**config.mk**
```make
export PLATFORM = sky130hd
export DESIGN_NAME = axis_pkt_fifo_flat
export DESIGN_NICKNAME = d
export VERILOG_FILES = /design/src/rtl/axis_pkg.sv /design/src/rtl/axis_pkt_fifo_if.sv /design/src/rtl/fifo_mem.sv /design/src/rtl/axis_pkt_fifo.sv /design/src/flat_wrapper.sv
export SDC_FILE = /design/constraint.sdc
export NUM_CORES = 1
export LEC_CHECK = 0
export BUFFER_PORTS_ARGS = -buffer_cell sky130_fd_sc_hd__buf_2
export CORE_MARGIN = 10
export CORE_UTILIZATION = 55
export CTS_CLUSTER_SIZE = 20
export DETAILED_ROUTE_END_ITERATION = 10
export PLACE_DENSITY = 0.76
export REMOVE_ABC_BUFFERS = 1
export SLEW_MARGIN = 25
export SYNTH_ARGS = -nofsm -noshare
export SYNTH_HDL_FRONTEND = slang
export SYNTH_SLANG_ARGS = --single-unit
```
**constraint.sdc**
```tcl
create_clock -name clk -period 3.15 [get_ports clk]
set_clock_uncertainty 0.2 [all_clocks]
set_input_delay 0.1575 -clock clk [delete_from_list [all_inputs] [get_ports clk]]
set_output_delay 0.1575 -clock clk [all_outputs]
set_load 0.01 [all_outputs]
```
**src/rtl/axis_pkg.sv**
```systemverilog
// Shared definitions for the 8-bit stream FIFO: data width, stored entry
// layout and a compile-time log2 helper.
package axis_pkg;

    localparam int AXIS_DATA_W = 8;

    // One stored word: end-of-packet flag above the payload byte.
    typedef struct packed {
        logic                   last;
        logic [AXIS_DATA_W-1:0] data;
    } axis_entry_t;

    // Ceiling log2, for deriving address widths from depths.
    function automatic int clog2(input int value);
        int r;
        int v;
        r = 0;
        v = value - 1;
        while (v > 0) begin
            r = r + 1;
            v = v >> 1;
        end
        return r;
    endfunction

endpackage

```
**src/rtl/axis_pkt_fifo_if.sv**
```systemverilog
// One stream link: data/last qualified by valid, accepted by ready.
// A word transfers on a rising edge where valid && ready are both high.
// The master holds valid, data and last stable until the word is taken;
// ready may change freely and must never depend combinationally on valid.
interface axis_pkt_fifo_if;
    import axis_pkg::*;

    logic [AXIS_DATA_W-1:0] data;
    logic                   valid;
    logic                   ready;
    logic                   last;

    modport master (output data, output valid, output last, input ready);
    modport slave  (input data, input valid, input last, output ready);

endinterface

```
**src/rtl/fifo_mem.sv**
```systemverilog
// Simple dual-port register array: one synchronous write port and one
// asynchronous read port. Contents are intentionally not reset.
module fifo_mem
    import axis_pkg::*;
#(
    parameter int DEPTH  = 16,
    parameter int ADDR_W = 4
) (
    input  logic              clk,
    input  logic              we,
    input  logic [ADDR_W-1:0] waddr,
    input  axis_entry_t       wdata,
    input  logic [ADDR_W-1:0] raddr,
    output axis_entry_t       rdata
);

    axis_entry_t mem [DEPTH];

    // Write port: store the entry on an accepted upstream word.
    always_ff @(posedge clk) begin
        if (we) begin
            mem[waddr] <= wdata;
        end
    end

    assign rdata = mem[raddr];

endmodule

```
**src/rtl/axis_pkt_fifo.sv**
```systemverilog
// Packet-aware stream FIFO. In store-and-forward mode the consumer only sees
// words once a complete packet is buffered, unless the FIFO fills without a
// stored last word, in which case the head is released (cut-through escape)
// so an oversize packet cannot deadlock the link. Read side is first-word
// fall-through; there is no write-to-read bypass and no full pass-through.
module axis_pkt_fifo
    import axis_pkg::*;
#(
    parameter int DEPTH     = 16,
    parameter int ADDR_W    = 4,
    parameter bit STORE_FWD = 1'b1
) (
    input  logic                clk,
    input  logic                reset,
    axis_pkt_fifo_if.slave      s,
    axis_pkt_fifo_if.master     m,
    output logic [ADDR_W:0]     count,
    output logic [ADDR_W:0]     pkt_count
);

    localparam logic [ADDR_W:0] DEPTH_V = (ADDR_W + 1)'(DEPTH);
    localparam logic [ADDR_W:0] ONE     = {{ADDR_W{1'b0}}, 1'b1};
    localparam logic [ADDR_W:0] ZERO    = '0;

    logic [ADDR_W:0] wr_ptr;
    logic [ADDR_W:0] rd_ptr;
    logic [ADDR_W:0] count_q;
    logic [ADDR_W:0] pkt_q;

    logic        full;
    logic        empty;
    logic        wr_en;
    logic        rd_en;
    logic        out_valid;
    logic        pkt_inc;
    logic        pkt_dec;
    axis_entry_t wr_entry;
    axis_entry_t rd_entry;

    assign full  = (count_q == DEPTH_V);
    assign empty = (count_q == ZERO);

    // Upstream ready comes from the occupancy register only; it is held low
    // while reset is asserted so nothing is accepted into a FIFO being cleared.
    assign s.ready = !full && !reset;

    // Output gating: cut-through presents any stored word; store-and-forward
    // waits for a complete packet or for the full-without-last escape.
    always_comb begin
        out_valid = 1'b0;
        if (STORE_FWD) begin
            out_valid = !empty && ((pkt_q != ZERO) || full);
        end else begin
            out_valid = !empty;
        end
    end

    assign wr_en = s.valid && s.ready;
    assign rd_en = out_valid && m.ready;

    assign wr_entry.last = s.last;
    assign wr_entry.data = s.data;

    assign pkt_inc = wr_en && s.last;
    assign pkt_dec = rd_en && rd_entry.last;

    // Head word is shown only while valid so idle outputs read as zero.
    assign m.valid = out_valid;
    assign m.data  = out_valid ? rd_entry.data : '0;
    assign m.last  = out_valid && rd_entry.last;

    assign count     = count_q;
    assign pkt_count = pkt_q;

    fifo_mem #(
        .DEPTH  (DEPTH),
        .ADDR_W (ADDR_W)
    ) u_mem (
        .clk   (clk),
        .we    (wr_en),
        .waddr (wr_ptr[ADDR_W-1:0]),
        .wdata (wr_entry),
        .raddr (rd_ptr[ADDR_W-1:0]),
        .rdata (rd_entry)
    );

    // Pointer and occupancy bookkeeping; pointers carry one extra wrap bit.
    always_ff @(posedge clk) begin
        if (reset) begin
            wr_ptr  <= ZERO;
            rd_ptr  <= ZERO;
            count_q <= ZERO;
        end else begin
            if (wr_en) begin
                wr_ptr <= wr_ptr + ONE;
            end
            if (rd_en) begin
                rd_ptr <= rd_ptr + ONE;
            end
            case ({wr_en, rd_en})
                2'b10:   count_q <= count_q + ONE;
                2'b01:   count_q <= count_q - ONE;
                default: count_q <= count_q;
            endcase
        end
    end

    // Complete-packet counter: a stored last opens a packet for release,
    // reading a last word retires it.
    always_ff @(posedge clk) begin
        if (reset) begin
            pkt_q <= ZERO;
        end else begin
            case ({pkt_inc, pkt_dec})
                2'b10:   pkt_q <= pkt_q + ONE;
                2'b01:   pkt_q <= pkt_q - ONE;
                default: pkt_q <= pkt_q;
            endcase
        end
    end

endmodule

```
**src/flat_wrapper.sv**
```systemverilog
// flat-port wrapper written by rule: the top's interface ports become plain ports
module axis_pkt_fifo_flat import axis_pkg::*;
#(
    parameter int DEPTH     = 16,
    parameter int ADDR_W    = 4,
    parameter bit STORE_FWD = 1'b1
)
  (clk, reset, count, pkt_count, s_data, s_valid, s_last, s_ready, m_data, m_valid, m_last, m_ready);
  axis_pkt_fifo_if s_i ();
  axis_pkt_fifo_if m_i ();
  input  logic clk;
  input  logic reset;
  output logic [ADDR_W:0] count;
  output logic [ADDR_W:0] pkt_count;
  input wire logic [$bits(s_i.data)-1:0] s_data;
  input wire logic [$bits(s_i.valid)-1:0] s_valid;
  input wire logic [$bits(s_i.last)-1:0] s_last;
  output wire logic [$bits(s_i.ready)-1:0] s_ready;
  output wire logic [$bits(m_i.data)-1:0] m_data;
  output wire logic [$bits(m_i.valid)-1:0] m_valid;
  output wire logic [$bits(m_i.last)-1:0] m_last;
  input wire logic [$bits(m_i.ready)-1:0] m_ready;
  assign s_i.data = s_data;
  assign s_i.valid = s_valid;
  assign s_i.last = s_last;
  assign s_ready = s_i.ready;
  assign m_data = m_i.data;
  assign m_valid = m_i.valid;
  assign m_last = m_i.last;
  assign m_i.ready = m_ready;
  axis_pkt_fifo #(.DEPTH(DEPTH), .ADDR_W(ADDR_W), .STORE_FWD(STORE_FWD)) u_core (.clk(clk), .reset(reset), .s(s_i), .m(m_i), .count(count), .pkt_count(pkt_count));
endmodule
```
==> flow_summary.json <==
{
  "ys.flop_type": "edfxtp_1",
  "hp-class": "in -> reg",
  "grt_pass1_vias": 4156,
  "num_io_pins": 34,
  "criticalPathCategory": "reg -> reg",
  "cts.path.max_buffers": 2,
  "drtIter0Drc": 372,
  "cts-root-buf": "clkbuf_16",
  "yosysWarnings": 0,
  "ys_types": 49,
  "critPathLaunchType": "flip-flop",
  "cts.clk_slew.worst_paths_ns": 0.07,
  "grt_usage": 0.1684,
  "dpl-instance-area_um2": 7546,
  "grt_start_max_net_pins": 31,
  "period_needed_ns": 3.012,
  "status": "finished, final reports clean",
  "wl_per_cell_um": 20.89,
  "routabilityCongestion": 0.8572,
  "fp-row-count": 41,
  "dp_slack_ns": -0.04443,
  "synthCells": 414,
  "tns_ns": 0,
  "drive_above_1_share": 0.3020,
  "cap_viol_max_count": 0,
  "ys_ff_latch": 166,
  "grt_overflow": 0,
  "final_area_um2": 8325,
  "power.total_mw": 6.105,
  "n_antenna_cell": 0,
  "setup_viol": 0,
  "timing.hold.ws_ns": 0.05037,
  "finalCoreUtilization": 0.6651,
  "tightest_slew_ns": 0.5233,
  "final_cell_mix": "edfxtp_1 (144), buf_4 (43), nor2_1 (36)",
  "drtAntennaViolNets": 0,
  "worstSkewPairLatency_ns": 0.42,
  "wl_um": 14250,
  "rsz0062_at_grt": "false",
  "synth.avg_cell_area_um2": 16.79,
  "via_count": 3955,
  "numPortBuffers": 33,
  "dp.cells": 639,
  "cts_tree": "done",
  "synthToLayoutAreaGrowth_pct": 19.74,
  "relSlewSlack": 0.6511,
  "hold_viol": 0,
  "start_util": 0.5555,
  "numCtsBuffers": 17,
  "synth_edf_count": 144,
  "die_h_um": 132.4,
  "ys_async_sr_fraction": 0,
  "dieArea_um2": 17540,
  "antenna_found_initial": 0,
  "ir_drop_v": 0.0007051,
  "syn_area_um2": 6953,
  "dpl.hpwl_um": 9652,
  "yosysSeqAreaShare": 0.6853,
  "final_nets": 525,
  "end_kind": "flip-flop",
  "report.final.slew_viol_count": 0,
  "worst_slack_ns": 0.1381,
  "final_common_cell": "edfxtp_1",
  "cts-htree-levels": 4,
  "final_cells": 682,
  "worstPathArrival_ns": 3.17,
  "cp_max_fo": 4,
  "fp.dieW_um": 132.4,
  "p_leak_nw": 2.819,
  "fmax_mhz": 332.0,
  "drtPass1Iterations": 5,
  "route.detailed.drc": 0,
  "cts.sinks": 166,
  "period_share": 0.9562,
  "vias_per_cell": 5.799,
  "p_per_area_nw_per_um2": 733.2,
  "core_um2": 12520,
  "crit_required_ns": 3.31,
  "grt_pass1_wl_um": 22730
}
-- layer usage --
layer | routed length, um | track usage | up-vias
met5 | 0 | 0 | -
met4 | 152 | 0.05257 | 0
met3 | 769 | 0.04921 | 15
met2 | 7231 | 0.2759 | 129
met1 | 6096 | 0.2119 | 2015
li1 | - | - | 1796
-- state kept, by name, summed over array words and instances, names as in the netlist, named ones only --
signal	count
u_core.u_mem.mem	144
u_core.wr_ptr	4
u_core.rd_ptr	4
u_core.pkt_count	5
u_core.count	5
-- power breakdown --
group	switching (mW)	total, mW	leakage (nW)	internal [mW]
Combinational	0.831	1.51	1.06	0.676
Sequential	0.0880	2.56	1.48	2.47
Clock	0.801	2.03	0.278	1.23
-- logic make-up after synthesis --
logic type                 synth area share
DFF                                  0.6853
buffers and inverters               0.02052
muxes                                0.1504
and+or+nand+nor                     0.07594
xor gates and xnor gates            0.01008
AOI/OAI and AO/OA                   0.03149
adders and majority gates           0.02627
-- final timing paths --
path	start	to	slack, ns	depth (start not counted)
worst max register to register	u_core.pkt_count[3]	u_core.pkt_count[4]	0.14	11
worst min-delay path	reset	u_core.wr_ptr[2]	0.05	3
worst min register to register	u_core.rd_ptr[2]	flip-flop	0.33	2
worst max-delay path	u_core.pkt_count[3]	u_core.pkt_count[4]	0.14	11
-- area by class of cell --
type,instances,area [um^2]
repair buffers,87,598.1
inverters,10,37.54
flip-flops and latches,166,4770
fillers,865,4192
clock buffers,17,425.4
multi-input cells,216,2120
well taps,172,215.2
clock inverters,14,160.2
-- Yosys cell counts (3+ instances only) --
master    instances  share of area
edfxtp_1        144           0.62
nor2_1           36          0.019
mux4_2           32           0.10
mux2i_1          28          0.040
dfxtp_1          22          0.063
nand2_1          15         0.0081
ha_1             13          0.023
clkbuf_1         10         0.0054
inv_1            10         0.0054
o22ai_1          10         0.0090
a21oi_1           9         0.0065
buf_2             6         0.0043
nand2b_1          6         0.0054
nand3_1           6         0.0043
nor3_1            6         0.0043
xor2_1            5         0.0063
nor2b_1           4         0.0036
or4_1             4         0.0043
a22oi_1           3         0.0032
buf_1             3         0.0016
mux2_1            3         0.0049
xnor2_1           3         0.0038
-- timing repair --
item	in CTS	in global routing
gates resized for setup	1	15
hold buffers	11	0
setup buffers	0	1
setup endpoints to repair	1	3
pin swaps	0	9
hold endpoints to repair	148	0
-- worst max-delay path, cell delays in order (launching register included) --
cell	delay (ns)
dfxtp_1	0.35
or4_4	0.51
nor3_4	0.25
nor3b_4	0.07
a21boi_4	0.15
ha_4	0.18
xor2_2	0.17
ha_2	0.21
a21oi_2	0.05
a221oi_2	0.29
or4b_1	0.46
nand3_1	0.08
(Power assumes the default switching activity.)
